===== src/rtl/battle_pkg.sv =====
// Shared types and constants for the battle-screen input sequencer.
// Menu states double as the encoding driven on the menu output.
package battle_pkg;

    typedef enum logic [1:0] {
        MAIN  = 2'd0,
        MOVES = 2'd1,
        WAIT  = 2'd2,
        BUSY  = 2'd3
    } menu_t;

    localparam logic [3:0] KEY_UP    = 4'd2;
    localparam logic [3:0] KEY_DOWN  = 4'd8;
    localparam logic [3:0] KEY_LEFT  = 4'd4;
    localparam logic [3:0] KEY_RIGHT = 4'd6;
    localparam logic [3:0] KEY_OK    = 4'd5;
    localparam logic [3:0] KEY_BACK  = 4'd0;

    localparam logic [1:0] ACT_MAIN = 2'b00;
    localparam logic [1:0] ACT_MOVE = 2'b01;

    // Saturating 2x2 cursor step; bit1 = row, bit0 = column.
    function automatic logic [1:0] step_cursor(input logic [1:0] cur, input logic [3:0] key);
        logic [1:0] nxt;
        nxt = cur;
        case (key)
            KEY_UP:    nxt[1] = 1'b0;
            KEY_DOWN:  nxt[1] = 1'b1;
            KEY_LEFT:  nxt[0] = 1'b0;
            KEY_RIGHT: nxt[0] = 1'b1;
            default:   nxt = cur;
        endcase
        return nxt;
    endfunction

endpackage


===== src/rtl/key_debouncer.sv =====
// Level debouncer: one press event per stable press, re-armed only after
// the key has been stably released.
module key_debouncer #(
    parameter int DEBOUNCE_CYCLES = 40000
) (
    input  logic       clk,
    input  logic       reset,
    input  logic       key_held,
    input  logic [3:0] key_code,
    output logic       press_evt,
    output logic [3:0] press_code
);

    localparam int CW = $clog2(DEBOUNCE_CYCLES + 1);
    localparam logic [CW-1:0] LAST = CW'(DEBOUNCE_CYCLES - 1);
    localparam logic [CW-1:0] SAT  = CW'(DEBOUNCE_CYCLES);

    logic [CW-1:0] r_hi_cnt;
    logic [CW-1:0] r_lo_cnt;
    logic          r_armed;
    logic          r_evt;
    logic [3:0]    r_code;

    always_ff @(posedge clk or posedge reset) begin
        if (reset) begin
            r_hi_cnt <= '0;
            r_lo_cnt <= '0;
            r_armed  <= 1'b1;
            r_evt    <= 1'b0;
            r_code   <= '0;
        end else begin
            r_evt <= 1'b0;
            if (key_held) begin
                r_lo_cnt <= '0;
                // High samples only accumulate while armed, so a held key fires once.
                if (r_armed) begin
                    if (r_hi_cnt == LAST) begin
                        r_evt    <= 1'b1;
                        r_code   <= key_code;
                        r_armed  <= 1'b0;
                        r_hi_cnt <= '0;
                    end else if (r_hi_cnt != SAT) begin
                        r_hi_cnt <= r_hi_cnt + 1'b1;
                    end
                end
            end else begin
                r_hi_cnt <= '0;
                if (!r_armed) begin
                    if (r_lo_cnt == LAST) begin
                        r_armed  <= 1'b1;
                        r_lo_cnt <= '0;
                    end else if (r_lo_cnt != SAT) begin
                        r_lo_cnt <= r_lo_cnt + 1'b1;
                    end
                end
            end
        end
    end

    assign press_evt  = r_evt;
    assign press_code = r_code;

endmodule


===== src/rtl/battle_menu_ctrl.sv =====
// Battle-screen menu sequencer: debounced keys drive a 2x2 cursor through the
// main/move menus and hand one action per turn to the turn logic.
module battle_menu_ctrl
    import battle_pkg::*;
#(
    parameter int DEBOUNCE_CYCLES = 40000
) (
    input  logic       clk,
    input  logic       reset,
    input  logic       key_held,
    input  logic [3:0] key_code,
    input  logic       action_ready,
    input  logic       turn_done,
    output logic [1:0] menu,
    output logic [1:0] cursor,
    output logic       action_valid,
    output logic [3:0] action_code
);

    logic       w_evt;
    logic [3:0] w_pcode;

    key_debouncer #(
        .DEBOUNCE_CYCLES(DEBOUNCE_CYCLES)
    ) u_deb (
        .clk       (clk),
        .reset     (reset),
        .key_held  (key_held),
        .key_code  (key_code),
        .press_evt (w_evt),
        .press_code(w_pcode)
    );

    menu_t      r_state, w_state;
    logic [1:0] r_cursor, w_cursor;
    logic [3:0] r_code, w_code;

    always_ff @(posedge clk or posedge reset) begin
        if (reset) begin
            r_state  <= MAIN;
            r_cursor <= '0;
            r_code   <= '0;
        end else begin
            r_state  <= w_state;
            r_cursor <= w_cursor;
            r_code   <= w_code;
        end
    end

    always_comb begin
        w_state  = r_state;
        w_cursor = r_cursor;
        w_code   = r_code;
        case (r_state)
            MAIN, MOVES: begin
                if (w_evt) begin
                    case (w_pcode)
                        KEY_UP, KEY_DOWN, KEY_LEFT, KEY_RIGHT:
                            w_cursor = step_cursor(r_cursor, w_pcode);
                        KEY_OK: begin
                            // FIGHT opens the move menu; every other confirm is an action.
                            if (r_state == MAIN && r_cursor == 2'd0) begin
                                w_state  = MOVES;
                                w_cursor = '0;
                            end else begin
                                w_state = WAIT;
                                w_code  = {(r_state == MOVES) ? ACT_MOVE : ACT_MAIN, r_cursor};
                            end
                        end
                        KEY_BACK: begin
                            if (r_state == MOVES) begin
                                w_state  = MAIN;
                                w_cursor = '0;
                            end
                        end
                        default: ;
                    endcase
                end
            end
            WAIT: begin
                if (action_ready) w_state = BUSY;
            end
            BUSY: begin
                if (turn_done) begin
                    w_state  = MAIN;
                    w_cursor = '0;
                end
            end
            default: w_state = MAIN;
        endcase
    end

    assign menu         = r_state;
    assign cursor       = r_cursor;
    assign action_valid = (r_state == WAIT);
    assign action_code  = r_code;

endmodule


===== config.mk =====
export PLATFORM = sky130hd
export DESIGN_NAME = battle_menu_ctrl
export DESIGN_NICKNAME = d
export VERILOG_FILES = /design/src/rtl/battle_pkg.sv /design/src/rtl/key_debouncer.sv /design/src/rtl/battle_menu_ctrl.sv
export SDC_FILE = /design/constraint.sdc
export NUM_CORES = 1
export LEC_CHECK = 0
export BUFFER_PORTS_ARGS = -buffer_cell sky130_fd_sc_hd__clkbuf_2
export CAP_MARGIN = 30
export CORE_ASPECT_RATIO = 0.7
export CORE_MARGIN = 2
export CORE_UTILIZATION = 60
export DETAILED_ROUTE_END_ITERATION = 8
export GPL_TIMING_DRIVEN = 0
export PLACE_DENSITY = 0.76
export REMOVE_ABC_BUFFERS = 1
export SLEW_MARGIN = 25
export SYNTH_ARGS = -nofsm -noshare
export SYNTH_HDL_FRONTEND = slang
export SYNTH_SLANG_ARGS = --single-unit

===== constraint.sdc =====
create_clock -name clk -period 5.4 [get_ports clk]
set_clock_uncertainty 0.15 [all_clocks]
set_input_delay 0.27 -clock clk [delete_from_list [all_inputs] [get_ports clk]]
set_output_delay 0.27 -clock clk [all_outputs]
set_load 0.03 [all_outputs]

==> results of run 1 <==
[worst reg2reg max path, stage by stage (launching register included)]
cell	delay, ns
dfrtp_1	0.42
ha_1	0.25
and4_1	0.26
and4bb_2	0.28
nor2_2	0.31
nand2_1	0.36
o31ai_1	0.35
[registers in the layout (all words and copies together) (netlist names)]
signal            flops
u_deb.r_lo_cnt       16
u_deb.r_armed         1
u_deb.r_hi_cnt       16
action_code           3
menu                  2
u_deb.press_code      4
cursor                2
u_deb.press_evt       1
[cells in the mapped netlist (3+ instances only)]
library cell and instances:
and4_1 4, o211ai_1 4, nor3_1 4, a21oi_1 10, nor2b_1 10, o31ai_1 9
or2_2 3, xnor2_1 3, o41ai_1 3, or4_1 4, nor4b_1 7, nand4_1 9
and2_1 5, inv_1 8, or4b_1 3, buf_2 3, nand3_1 17, nand2_1 24
or3_1 3, o21a_1 3, a32oi_1 9, o21ai_0 10, nor2_1 11, clkbuf_1 9
mux2_2 8, ha_1 4, a21boi_0 3, dfrtp_1 44, and3_1 6, a31oi_1 3
[through the flow]
stage,instances,instance area (sq um),hold WS [ns]
after global placement,330,2690,0.335
final,340,2840,0.0475
after CTS,340,2840,0.0379
after detailed placement,331,2710,0.130
after floorplan,259,2540,0.186
after global routing,340,2840,0.0472
[layer usage]
metal / up-vias / wire [microns] / global-route usage [%]
met5: - / 0 / 0
met4: 0 / 66 / 6.32
met3: 9 / 203 / 5.01
met2: 38 / 2320 / 34.9
met1: 1034 / 2890 / 35.2
li1: 1055 / - / -
[layout make-up]
cell class / instances / share of cell area [%]
Tap cell: 55 / 2.43
Inverter: 8 / 1.06
Timing Repair Buffer: 18 / 3.88
Clock inverter: 1 / 1.06
Sequential cell: 45 / 39.7
Multi-Input combinational cell: 206 / 48.8
Clock buffer: 7 / 3.04
[where the power goes]
group	switching [mW]	internal, mW	total [mW]
registers	0.0280	0.348	0.376
clock network	0.116	0.151	0.267
logic	0.0665	0.0428	0.109
total	0.210	0.542	0.752
[worst paths after layout]
path / slack (ns) / cells after the start / end / from
hold / removal: 0.05 / 2 / menu[1]$_DFFE_PP0P_ / turn_done
setup / recovery: 2.92 / 6 / u_deb.r_lo_cnt[15]$_DFFE_PP0P_ / u_deb.r_lo_cnt[0]$_DFFE_PP0P_
hold reg to reg: 0.36 / 1 / action_code[1]$_DFFE_PP0P_ / action_code[1]$_DFFE_PP0P_
min in group asynchronous: 0.35 / 3 / u_deb.r_hi_cnt[9]$_DFFE_PP0P_ / reset
max in group asynchronous: 4.20 / 4 / u_deb.r_armed$_DFF_PP1_ / reset
setup reg to reg: 2.92 / 6 / u_deb.r_lo_cnt[15]$_DFFE_PP0P_ / u_deb.r_lo_cnt[0]$_DFFE_PP0P_
[timing repair]
action / in CTS / in global routing
gates resized for setup: 0 / 0
hold buffers: 1 / 0
endpoints found under the hold margin: 18 / 0
[kinds of logic (layout without fill, tap and decap cells)]
kind of cell,Yosys count,in the layout
AOI/OAI and AO/OA,65,65
other,1,1
buffers and inverters,23,34
muxes,10,10
xor gates and xnor gates,5,5
adders and majority gates,4,4
and+or+nand+nor,121,121
DFF,45,45
==> flow_summary.ini, run 1 <==
[grt]
antenna_found_initial = 0
grt_pass1_vias = 1864
grt_max_degree = 28
grt_usage_pct = 23.5
grt_pass1_wl_microns = 9210
grt_overflow = 0

[floorplan]
design.die.area_sq_mm = 0.00492
io_pins = 18
rows = 20
die_y_microns = 59.3
floorplan.initialDensity_pct = 61.5
die_width_microns = 82.9
core-area_sq_mm = 0.00425

[clocking]
cts_inserted_buffers = 5
clkTransAtPathRegs_ns = 0.08
cts_max_path_buffers = 2
clock-sinks = 45
clk_latency_ns = 0.30
h-tree-depth = 2
post-cts-setup-buffers = 0
cts_tree = built
clockRootBuffer = clkbuf_8

[synthesis]
synth_area_per_cell_sq_um = 9.55
syn_inst = 274
ys_warn_count = 0
synth_top_cell_by_area = dfrtp_1
synth_compound_area_share_pct = 17.3
synth_ff_type = dfrtp_1
yosys-top-cells-area = dfrtp_1, mux2_2, nand2_1
muxShareOfSynthArea_pct = 4.21
synth_fa_ha_area_share_pct = 1.91
synth_edf_count = 0
ys_ff_latch = 45
synth_top_area_share_pct = 42.1
synthSimpleGateAreaFrac_pct = 27.7
ys_types = 53
syn-cell-area_sq_mm = 0.00262
synthArstFlopShare_pct = 100
synth-xor-area-share_pct = 1.67
synth_top_family_by_area = simple AND/OR/NAND/NOR gates
synth-seq-area-share_pct = 43.1

[sta]
finalCritPeriodShare_pct = 46.0
tns_ns = 0
fin_crit_ns = 2.48
final_hold_viol_count = 0
tightest_slew_ns = 0.794
max_freq_mhz = 403
relSlewSlack_pct = 46.7
final.setup.worst_slack_ns = 2.92
setup_viol = 0
grt_setup_unrepaired = no
slew_violations = 0

[layout]
seq_area_sq_mm = 0.00113
syn2layout_area_growth_pct = 8.41
layout-drive-gt1-share_pct = 15.4
fill_cells = 337
antenna_cells = 0
fin_util_pct = 66.7
multi_input_area_sq_mm = 0.00139
final_common_cell = dfrtp_1
mostFrequentLayoutCells = dfrtp_1, nand2_1, nand3_1
fin_nets = 297

[worst_setup_path]
crit_arrival_ns = 2.54
crit_buf_inv = 0
endpoint_kind = register
crit_family = simple AND/OR/NAND/NOR gates
cp-start-kind = register
critPathRequiredTime_ns = 5.45
path_max_fanout = 11
worstPathCellList = ha_1 > and4_1 > and4bb_2 > nor2_2 > nand2_1 > o31ai_1
cpPeakStageDelay_ns = 0.42
critPathKind = reg -> reg
cp_slowest_cell = dfrtp_1

[detailed_routing]
vias_per_cell = 6.28
avgRoutedWirePerCell_microns = 16.1
drc_errors = 0
ant_nets = 0
drt_iter0_markers = 167
drt-pass1-iter-count = 4
drt_wl_total_microns = 5480
routed-via-count = 2136

[placement]
dpl.hpwl_microns = 3710
gp_congestion = 0.841
pre_cts_slack_ns = 2.96
numPortBuffers = 16

[job]
max-cap-violations = 0

[power_and_ir_drop]
ir_drop_mv = 0.196
p_leak_nw = 1.21
report.power.total_mw = 0.752
power_density_mw_per_mm2 = 265

[run_status]
status = complete, no violations

[min_path]
min_path_type = in -> reg
No activity file was read; power rests on OpenSTA's default activity.
==> run 2: changes to the inputs <==
Clock period 5.4 ns to 2.4 ns, I/O delays scaled along.
==> flow_summary.ini, run 2 (synthesized netlist as in run 1, its figures left out) <==
[worst_setup_path]
r2r-end = u_deb.r_lo_cnt[1]$_DFFE_PP0P_
r2r_slack_ns = 0.12
crit_buf_inv = 1
cpPeakStageDelay_ns = 0.48
crit_arrival_ns = 2.36
r2r-start = u_deb.r_lo_cnt[0]$_DFFE_PP0P_
path_depth = 7
crit_start = u_deb.r_lo_cnt[0]$_DFFE_PP0P_
reg2regPathDepth = 7
path_max_fanout = 5
critPathRequiredTime_ns = 2.48
crit_top_cell = nor2_1
critPathKind = reg -> reg
crit_family = simple AND/OR/NAND/NOR gates
endpoint_kind = register
crit_end = u_deb.r_lo_cnt[1]$_DFFE_PP0P_
worstPathCellList = inv_1 > ha_1 > or4b_1 > nor4_4 > nor2_1 > nor2_1 > mux2i_1
cp_slowest_cell = or4b_1
cp-start-kind = register

[floorplan]
core-area_sq_mm = 0.00425
die_width_microns = 82.9
io_pins = 18
floorplan.initialDensity_pct = 61.5
rows = 20
design.die.area_sq_mm = 0.00492
die_y_microns = 59.3

[placement]
dpl.hpwl_microns = 3710
place_area_sq_mm = 0.00271
dp_cells = 331
gp_congestion = 0.841
numPortBuffers = 16
pre_cts_slack_ns = -0.0425

[layout]
final_cell_count_no_fill = 348
mostFrequentLayoutCells = dfrtp_1, nand2_1, nand3_1
fin_nets = 305
design_area_sq_mm = 0.00292
final_common_cell = dfrtp_1
antenna_cells = 0
layout-drive-gt1-share_pct = 16.0
syn2layout_area_growth_pct = 11.6

[clocking]
cts_inserted_buffers = 5
clkTransAtPathRegs_ns = 0.09
h-tree-depth = 2
clockRootBuffer = clkbuf_8
cts_tree = built
clock-sinks = 45
clk_latency_ns = 0.30
cts_max_path_buffers = 2

[job]
max-cap-violations = 0

[sta]
fin_crit_ns = 2.28
tightest_slew_ns = 0.802
relSlewSlack_pct = 46.1
slew_violations = 0
setup_viol = 0
grt_setup_unrepaired = no
final_hold_viol_count = 0
max_freq_mhz = 439
final.setup.worst_slack_ns = 0.121
finalCritPeriodShare_pct = 94.9

[grt]
grt_pass1_vias = 1938
grt_usage_pct = 24.2
grt_pass1_wl_microns = 9490
antenna_found_initial = 0
grt_overflow = 0
grt_max_degree = 28

[power_and_ir_drop]
report.power.total_mw = 1.70
power_density_mw_per_mm2 = 583
ir_drop_mv = 0.455
p_leak_nw = 1.25

[min_path]
min_path_type = in -> async

[run_status]
status = complete, no violations

[detailed_routing]
drc_errors = 0
drt-pass1-iter-count = 4
avgRoutedWirePerCell_microns = 16.3
ant_nets = 0
vias_per_cell = 6.18
routed-via-count = 2151
drt_wl_total_microns = 5670
drt_iter0_markers = 117
run 2: changes by cell type in the layout (fill, tap and decap cells not counted), sizes merged:
cell	before	now
buf	1	3
dlygate4sd3	1	7
run 2: stage by stage:
stage	util, %	setup TNS (ns)	hold WS [ns]
floorplan	-	0	0.0363
global placement	63.3	-0.252	0.199
detailed placement	63.7	-0.127	-0.0198
CTS	68.5	0	0.200
global route	68.6	0	0.224
finish	68.6	0	0.193
run 2: how the worst min path moves through the flow:
stage | endpoint | slack, ns | depth (start not counted)
6_report | u_deb.r_lo_cnt[7]$_DFFE_PP0P_ | 0.19 | 3
5_1_grt | u_deb.r_hi_cnt[1]$_DFFE_PP0P_ | 0.22 | 3
4_1_cts | u_deb.r_hi_cnt[9]$_DFFE_PP0P_ | 0.20 | 3
3_5_place_dp | u_deb.r_hi_cnt[0]$_DFFE_PP0P_ | -0.02 | 2
3_3_place_gp | menu[1]$_DFFE_PP0P_ | 0.20 | 2
2_1_floorplan | u_deb.r_lo_cnt[4]$_DFFE_PP0P_ | 0.04 | 1
run 2: area by class of cell:
| type | instances | area, sq um |
|---|---|---|
| tap | 55 | 68.8 |
| clock buffer | 7 | 86.3 |
| clock inverter | 1 | 30.0 |
| timing repair buffer | 26 | 185 |
| sequential | 45 | 1130 |
| inverter | 8 | 30.0 |
| multi-input combinational | 206 | 1390 |
| fill | 328 | 1330 |
run 2: power breakdown:
part | total (mW) | internal, mW | switching, mW
clock network | 0.601 | 0.340 | 0.262
registers | 0.846 | 0.783 | 0.0630
logic | 0.255 | 0.103 | 0.152
total | 1.70 | 1.23 | 0.477
run 2: timing repair:
item | in CTS | in global routing
endpoints found under the setup margin | 11 | 8
pin swaps | 1 | 0
buffers inserted | 2 | 0
resized for setup | 1 | 1
cloned | 0 | 0
hold buffers | 7 | 0
hold endpoints to repair | 38 | 0
run 2: per-layer routing:
layer	GRT usage, %	wire length [microns]	vias to the layer above
li1	-	-	1066
met1	35.5	2830	1031
met2	37.3	2540	47
met3	5.01	250	7
met4	6.32	52	0
met5	0	0	-
run 2: worst register-to-register path, cell delays in order (launching register included):
cell	delay (ns)
dfrtp_1	0.43
inv_1	0.09
ha_1	0.13
or4b_1	0.48
nor4_4	0.27
nor2_1	0.17
nor2_1	0.25
mux2i_1	0.23
